==> config.mk <==
export PLATFORM = sky130hd
export DESIGN_NAME = rv_lsu
export DESIGN_NICKNAME = d
export VERILOG_FILES = /design/src/rtl/rv_lsu.sv
export SDC_FILE = /design/constraint.sdc
export NUM_CORES = 1
export LEC_CHECK = 0
export BUFFER_PORTS_ARGS = -buffer_cell sky130_fd_sc_hd__buf_4
export CAP_MARGIN = 40
export CORE_MARGIN = 2
export CORE_UTILIZATION = 35
export CTS_CLUSTER_SIZE = 14
export DETAILED_ROUTE_END_ITERATION = 8
export PLACE_DENSITY_LB_ADDON = 0.25
export SYNTH_ARGS = -nofsm -noshare
export SYNTH_HDL_FRONTEND = slang
export SYNTH_SLANG_ARGS = --single-unit
==> constraint.sdc <==
create_clock -name clk_i -period 2.55 [get_ports clk_i]
set_input_delay 0.765 -clock clk_i [delete_from_list [all_inputs] [get_ports clk_i]]
set_output_delay 0.765 -clock clk_i [all_outputs]
set_load 0.02 [all_outputs]
==> src/rtl/rv_lsu.sv <==
// rv_lsu: data-memory load/store unit sitting between execute and writeback.
// Runs one outstanding transaction at a time on a ready-handshaked data bus,
// with byte-enable generation, store-lane replication and a bus-wait timeout.
// Optional misaligned-access trap: define URV_LSU_MISALIGN_EN.
//
// state | meaning
// IDLE  | waiting for an execute-stage load/store request
// BUS   | strobe asserted, waiting for dm_ready_i or timeout
// DONE  | done (and possibly error) reported, held until writeback advances
module rv_lsu #(
  parameter int unsigned TIMEOUT_CYCLES = 255
) (
  input  logic        clk_i,
  input  logic        rst_i,
  input  logic        w_stall_i,
  input  logic        x_valid_i,
  input  logic        x_load_i,
  input  logic        x_store_i,
  input  logic [2:0]  x_fun_i,
  input  logic [31:0] x_dm_addr_i,
  input  logic [31:0] x_dm_data_s_i,
  output logic [31:0] dm_addr_o,
  output logic [31:0] dm_data_s_o,
  output logic [3:0]  dm_data_select_o,
  output logic        dm_load_o,
  output logic        dm_store_o,
  input  logic [31:0] dm_data_l_i,
  input  logic        dm_ready_i,
  output logic [31:0] wb_data_l_o,
  output logic        wb_load_done_o,
  output logic        wb_store_done_o,
  output logic        dm_bus_err_o,
  output logic        dm_misalign_o
);

  localparam int CW = (TIMEOUT_CYCLES < 2) ? 1 : $clog2(TIMEOUT_CYCLES);
  // Counter value in the last BUS cycle before the timeout forces completion.
  localparam logic [CW-1:0] TO_LAST = (TIMEOUT_CYCLES == 0) ? '0 : CW'(TIMEOUT_CYCLES - 1);

  typedef enum logic [1:0] {IDLE, BUS, DONE} state_t;

  state_t        state_q, state_d;
  logic [CW-1:0] cnt_q;
  logic          is_load_q;
  logic [3:0]    sel_d;
  logic [31:0]   data_s_d;
  logic          misalign;
  logic          start_bus, skip_bus, bus_ok, bus_to, leave_done;

  // Request decode: byte enables, store-lane replication and alignment check.
  always_comb begin
    sel_d    = 4'b0000;
    data_s_d = x_dm_data_s_i;
    misalign = 1'b0;
    case (x_fun_i)
      3'b000, 3'b100: sel_d = 4'b0001 << x_dm_addr_i[1:0];
      3'b001, 3'b101: sel_d = x_dm_addr_i[1] ? 4'b1100 : 4'b0011;
      3'b010:         sel_d = 4'b1111;
      default:        sel_d = 4'b0000;
    endcase
    case (x_fun_i[1:0])
      2'b00:   data_s_d = {4{x_dm_data_s_i[7:0]}};
      2'b01:   data_s_d = {2{x_dm_data_s_i[15:0]}};
      default: data_s_d = x_dm_data_s_i;
    endcase
`ifdef URV_LSU_MISALIGN_EN
    misalign = (((x_fun_i == 3'b001) || (x_fun_i == 3'b101)) && x_dm_addr_i[0]) ||
               ((x_fun_i == 3'b010) && (x_dm_addr_i[1:0] != 2'b00));
`endif
  end

  // Next-state logic; the event flags steer the registered datapath below.
  always_comb begin
    state_d    = state_q;
    start_bus  = 1'b0;
    skip_bus   = 1'b0;
    bus_ok     = 1'b0;
    bus_to     = 1'b0;
    leave_done = 1'b0;
    case (state_q)
      IDLE: begin
        if (x_valid_i && (x_load_i || x_store_i)) begin
          // Invalid size codes and trapped misaligned accesses never touch the bus.
          if (misalign || (sel_d == 4'b0000)) begin
            skip_bus = 1'b1;
            state_d  = DONE;
          end else begin
            start_bus = 1'b1;
            state_d   = BUS;
          end
        end
      end
      BUS: begin
        // Ready wins over a timeout expiring in the same cycle.
        if (dm_ready_i) begin
          bus_ok  = 1'b1;
          state_d = DONE;
        end else if ((TIMEOUT_CYCLES != 0) && (cnt_q == TO_LAST)) begin
          bus_to  = 1'b1;
          state_d = DONE;
        end
      end
      DONE: begin
        if (!w_stall_i) begin
          leave_done = 1'b1;
          state_d    = IDLE;
        end
      end
      default: state_d = IDLE;
    endcase
  end

  // State register.
  always_ff @(posedge clk_i) begin
    if (rst_i) state_q <= IDLE;
    else       state_q <= state_d;
  end

  // Bus request registers, timeout counter and writeback result registers.
  always_ff @(posedge clk_i) begin
    if (rst_i) begin
      dm_addr_o        <= '0;
      dm_data_s_o      <= '0;
      dm_data_select_o <= '0;
      dm_load_o        <= 1'b0;
      dm_store_o       <= 1'b0;
      wb_data_l_o      <= '0;
      wb_load_done_o   <= 1'b0;
      wb_store_done_o  <= 1'b0;
      dm_bus_err_o     <= 1'b0;
      is_load_q        <= 1'b0;
      cnt_q            <= '0;
    end else begin
      if (start_bus || skip_bus) begin
        dm_addr_o        <= {x_dm_addr_i[31:2], 2'b00};
        dm_data_s_o      <= data_s_d;
        dm_data_select_o <= sel_d;
        dm_load_o        <= start_bus & x_load_i;
        dm_store_o       <= start_bus & ~x_load_i;
        is_load_q        <= x_load_i;
        wb_data_l_o      <= '0;
        wb_load_done_o   <= skip_bus & x_load_i;
        wb_store_done_o  <= skip_bus & ~x_load_i;
        cnt_q            <= '0;
      end
      if (state_q == BUS && !bus_ok && !bus_to) cnt_q <= cnt_q + CW'(1);
      if (bus_ok || bus_to) begin
        dm_load_o       <= 1'b0;
        dm_store_o      <= 1'b0;
        wb_load_done_o  <= is_load_q;
        wb_store_done_o <= ~is_load_q;
        dm_bus_err_o    <= bus_to;
        wb_data_l_o     <= (bus_ok && is_load_q) ? dm_data_l_i : 32'd0;
      end
      if (leave_done) begin
        wb_load_done_o  <= 1'b0;
        wb_store_done_o <= 1'b0;
        dm_bus_err_o    <= 1'b0;
      end
    end
  end

`ifdef URV_LSU_MISALIGN_EN
  logic misalign_q;

  // Misalign flag lives for exactly the DONE residency of a trapped request.
  always_ff @(posedge clk_i) begin
    if (rst_i)                    misalign_q <= 1'b0;
    else if (skip_bus)            misalign_q <= misalign;
    else if (leave_done)          misalign_q <= 1'b0;
  end

  assign dm_misalign_o = misalign_q;
`else
  assign dm_misalign_o = 1'b0;
`endif

endmodule
==> impl_metrics.csv <==
group,metric,value,unit
min_path,hold_path_depth,2,
place,hpwl,9040,um
route,vias,4277,
cts,post_cts_buffers,0,
synthesis,async_flop_share,0,%
synthesis,synth_seq_area_share,51.6,%
cts,postCtsHoldBufs,0,
timing,post-route-period-util,71.8,%
route,drtIter0Drc,171,
layout,syn_to_final_growth,51.8,%
global_routing,track_usage,18.7,%
cts,cts_htree_levels,4,
die,die_w,116,um
critical_path,r2r_setup_slack,0.72,ns
timing,drv_slew,0,
route,drt_first_pass_iters,5,
timing,min_period,1.83,ns
power_and_ir_drop,p_clk_share,47.1,%
place,gp_congestion,0.780,
cts,numCtsBuffers,17,
critical_path,crit_required,2.84,ns
cts,clock_latency,0.41,ns
power_and_ir_drop,powerDensity,740,nW/um2
critical_path,rr_endpoint,"wb_data_l_o[23]$_SDFFE_PP0P_",
route,avgRoutedWirePerCell,14.1,um
critical_path,r2r_start,"cnt_q[0]$_SDFFE_PP0P_",
timing,setup_violations,0,
synthesis,synth_edf_count,0,
timing,maxClockFrequency,0.546,GHz
critical_path,worst_ep_arrival_time,2.12,ns
timing,fin_worst_skew,0.00725,ns
cts,cts_tree,"done",
timing,setup_ws,0.719,ns
synthesis,yosys_warnings,0,
min_path,hp-start,"dm_addr_o[9]$_SDFFE_PP0P_",
place,numPortBuffers,208,
cts,clock_path_buffers,2,
run_status,status,"completed",
synthesis,syn-cell-area,4430,um2
timing,hold_viol,0,
route,antenna_left,0,
timing,tns,0,ns
power_and_ir_drop,ir_worst_vdd,0.463,mV
timing,tightest_slew,0.557,ns
die,start_util,35.5,%
die,core,12500,um2
route,drcViolationCount,0,
die,die_h,116,um
route,wirelength,12600,um
timing,rsz0062_at_grt,"no",
global_routing,grt_overflow,0,
synthesis,syn_avg_cell_area,8.68,um2
global_routing,grt_pass1_wl,19700,um
run,drv_cap,0,
layout,diodes,0,
synthesis,synthCells,510,
cts,cts_sinks,114,
power_and_ir_drop,seq_power_share,38.8,%
cts,post_cts_resized,0,
power_and_ir_drop,p_leak,2.96,nW
die,die-area,13600,um2
synthesis,ys_dominant_reg_cell,"dfxtp_1",
critical_path,cp_max_fo,32,
layout,layout.nets,813,
route,via_per_inst,4.81,
die,placementRows,41,
timing,max_slew_margin,62.6,%
global_routing,antenna_found_initial,0,
global_routing,grt_pass1_vias,4101,
critical_path,end_kind,"flip-flop",
die,pin_count,212,
synthesis,synth_seq_cells,114,
cts,clk_pin_slew_worst_paths,0.05,ns
power_and_ir_drop,swShare,24.7,%
min_path,min_to,"dm_addr_o[9]$_SDFFE_PP0P_",
power_and_ir_drop,intPower,0.00374,W
critical_path,start_kind,"flip-flop",
min_path,hp-class,"flip-flop to flip-flop",
synthesis,yosysUniqueCellTypes,38,
layout,drive_gt1_share,35.8,%
critical_path,worstRegToRegCells,7,
global_routing,grt_start_max_net_pins,81,
cts,cts_root_buf,"clkbuf_16",
critical_path,path_class,"flip-flop to flip-flop",
power_and_ir_drop,power,0.00497,W
power_and_ir_drop,p_switching,0.00123,W
place,dp_slack,0.382,ns
power_and_ir_drop,combPwrFrac,14.1,%
==> how the worst max path moves through the flow <==
stage,start,end,slack [ns],cells past startpoint
floorplan,x_load_i,dm_store_o$_SDFFE_PP0P_,0.67,5
global placement,x_load_i,dm_store_o$_SDFFE_PP0P_,0.40,5
detailed placement,x_load_i,dm_store_o$_SDFFE_PP0P_,0.38,5
CTS,cnt_q[1]$_SDFFE_PP0P_,wb_data_l_o[8]$_SDFFE_PP0P_,0.71,6
global route,cnt_q[1]$_SDFFE_PP0P_,wb_data_l_o[24]$_SDFFE_PP0P_,0.58,6
finish,cnt_q[0]$_SDFFE_PP0P_,wb_data_l_o[23]$_SDFFE_PP0P_,0.72,7
==> metal layers <==
layer | routed length (um) | global-route usage (%) | vias to the layer above
li1 | - | - | 2169
met1 | 5380 | 22.8 | 1937
met2 | 5850 | 29.5 | 160
met3 | 1210 | 7.94 | 11
met4 | 111 | 6.90 | 0
met5 | 0 | 0 | -
==> power groups by stage <==
stage               combinational (W)  sequential, W  clock, W
floorplan                    0.000271        0.00205         0
global placement             0.000695        0.00196         0
detailed placement           0.000706        0.00196         0
CTS                          0.000707        0.00193   0.00240
global route                 0.000767        0.00194   0.00249
finish                       0.000701        0.00193   0.00234
==> cell usage in the layout, fill, tap and decap left out, types with 2 or more instances in the layout <==
cell and n:
buf_4 215, nand2_1 120, dfxtp_1 114, a21oi_1 57
a22o_1 32, nor2_1 26, o21ai_0 22, mux2i_1 17
clkbuf_16 17, nand3_1 13, a211oi_1 13, a311oi_1 8
or3_1 6, clkinv_2 6, o211ai_1 5, clkbuf_8 5
nor2b_1 4, inv_1 3, nand4_1 3, nand2b_1 3
conb_1 3, nor3_1 2, ha_1 2, bufinv_16 2
clkinvlp_4 2
==> logic make-up after synthesis <==
logic type                 count (synthesis)  share of synthesized area (%)
and+or+nand+nor                          185                           18.0
AOI/OAI and AO/OA                        146                           21.5
DFF                                      114                           51.6
buffers and inverters                     45                           4.44
muxes                                     17                           3.84
adders and majority gates                  2                          0.565
other                                      1                         0.0847
==> metrics by stage <==
| stage | std cells | hold slack (ns) | util (%) | area, um2 |
|---|---|---|---|---|
| floorplan | 512 | 0.456 | - | 4430 |
| global placement | 858 | 0.443 | 49.1 | 6120 |
| detailed placement | 858 | 0.447 | 49.1 | 6120 |
| CTS | 890 | 0.454 | 53.9 | 6720 |
| global route | 890 | 0.472 | 53.9 | 6720 |
| finish | 890 | 0.453 | 53.9 | 6720 |
==> cell usage after synthesis (2+ instances only) <==
cell type / instances / area (um2)
a311oi_1: 8 / 70.1
a21oi_1: 57 / 285
or3_1: 7 / 43.8
nor2b_1: 4 / 25.0
clkbuf_1: 25 / 93.8
o21ai_0: 22 / 110
a211oi_1: 13 / 97.6
ha_1: 2 / 25.0
nor3_1: 2 / 10.0
nand2_1: 120 / 450
nand3_1: 13 / 65.1
inv_1: 3 / 11.3
o211ai_1: 5 / 37.5
buf_2: 13 / 65.1
mux2i_1: 17 / 170
nor2_1: 26 / 97.6
nand2b_1: 3 / 18.8
a22o_1: 32 / 280
nand4_1: 3 / 18.8
nor3b_2: 2 / 25.0
buf_4: 3 / 22.5
dfxtp_1: 114 / 2280
==> flip-flops by register name (all words and copies together) (netlist names) <==
name,count
dm_load_o,1
state_q,2
wb_store_done_o,1
dm_bus_err_o,1
dm_addr_o,30
dm_store_o,1
is_load_q,1
cnt_q,8
wb_data_l_o,32
dm_data_s_o,32
dm_data_select_o,4
wb_load_done_o,1
==> worst max-delay path, cell delays in order, from the launching register on <==
cell and delay (ns):
dfxtp_1 0.35, inv_1 0.09, ha_1 0.15, nand3_1 0.16, o21bai_1 0.30, o22ai_2 0.13
buf_4 0.25, a22o_1 0.27
==> final cells by class <==
class,count,area [um2]
Clock buffer,22,494
Timing Repair Buffer,216,1630
Tap cell,172,215
Fill cell,1191,5750
Multi-Input combinational cell,353,1970
Sequential cell,114,2280
Clock inverter,10,105
Inverter,3,11.3
Power figures use the tool's default switching activity.
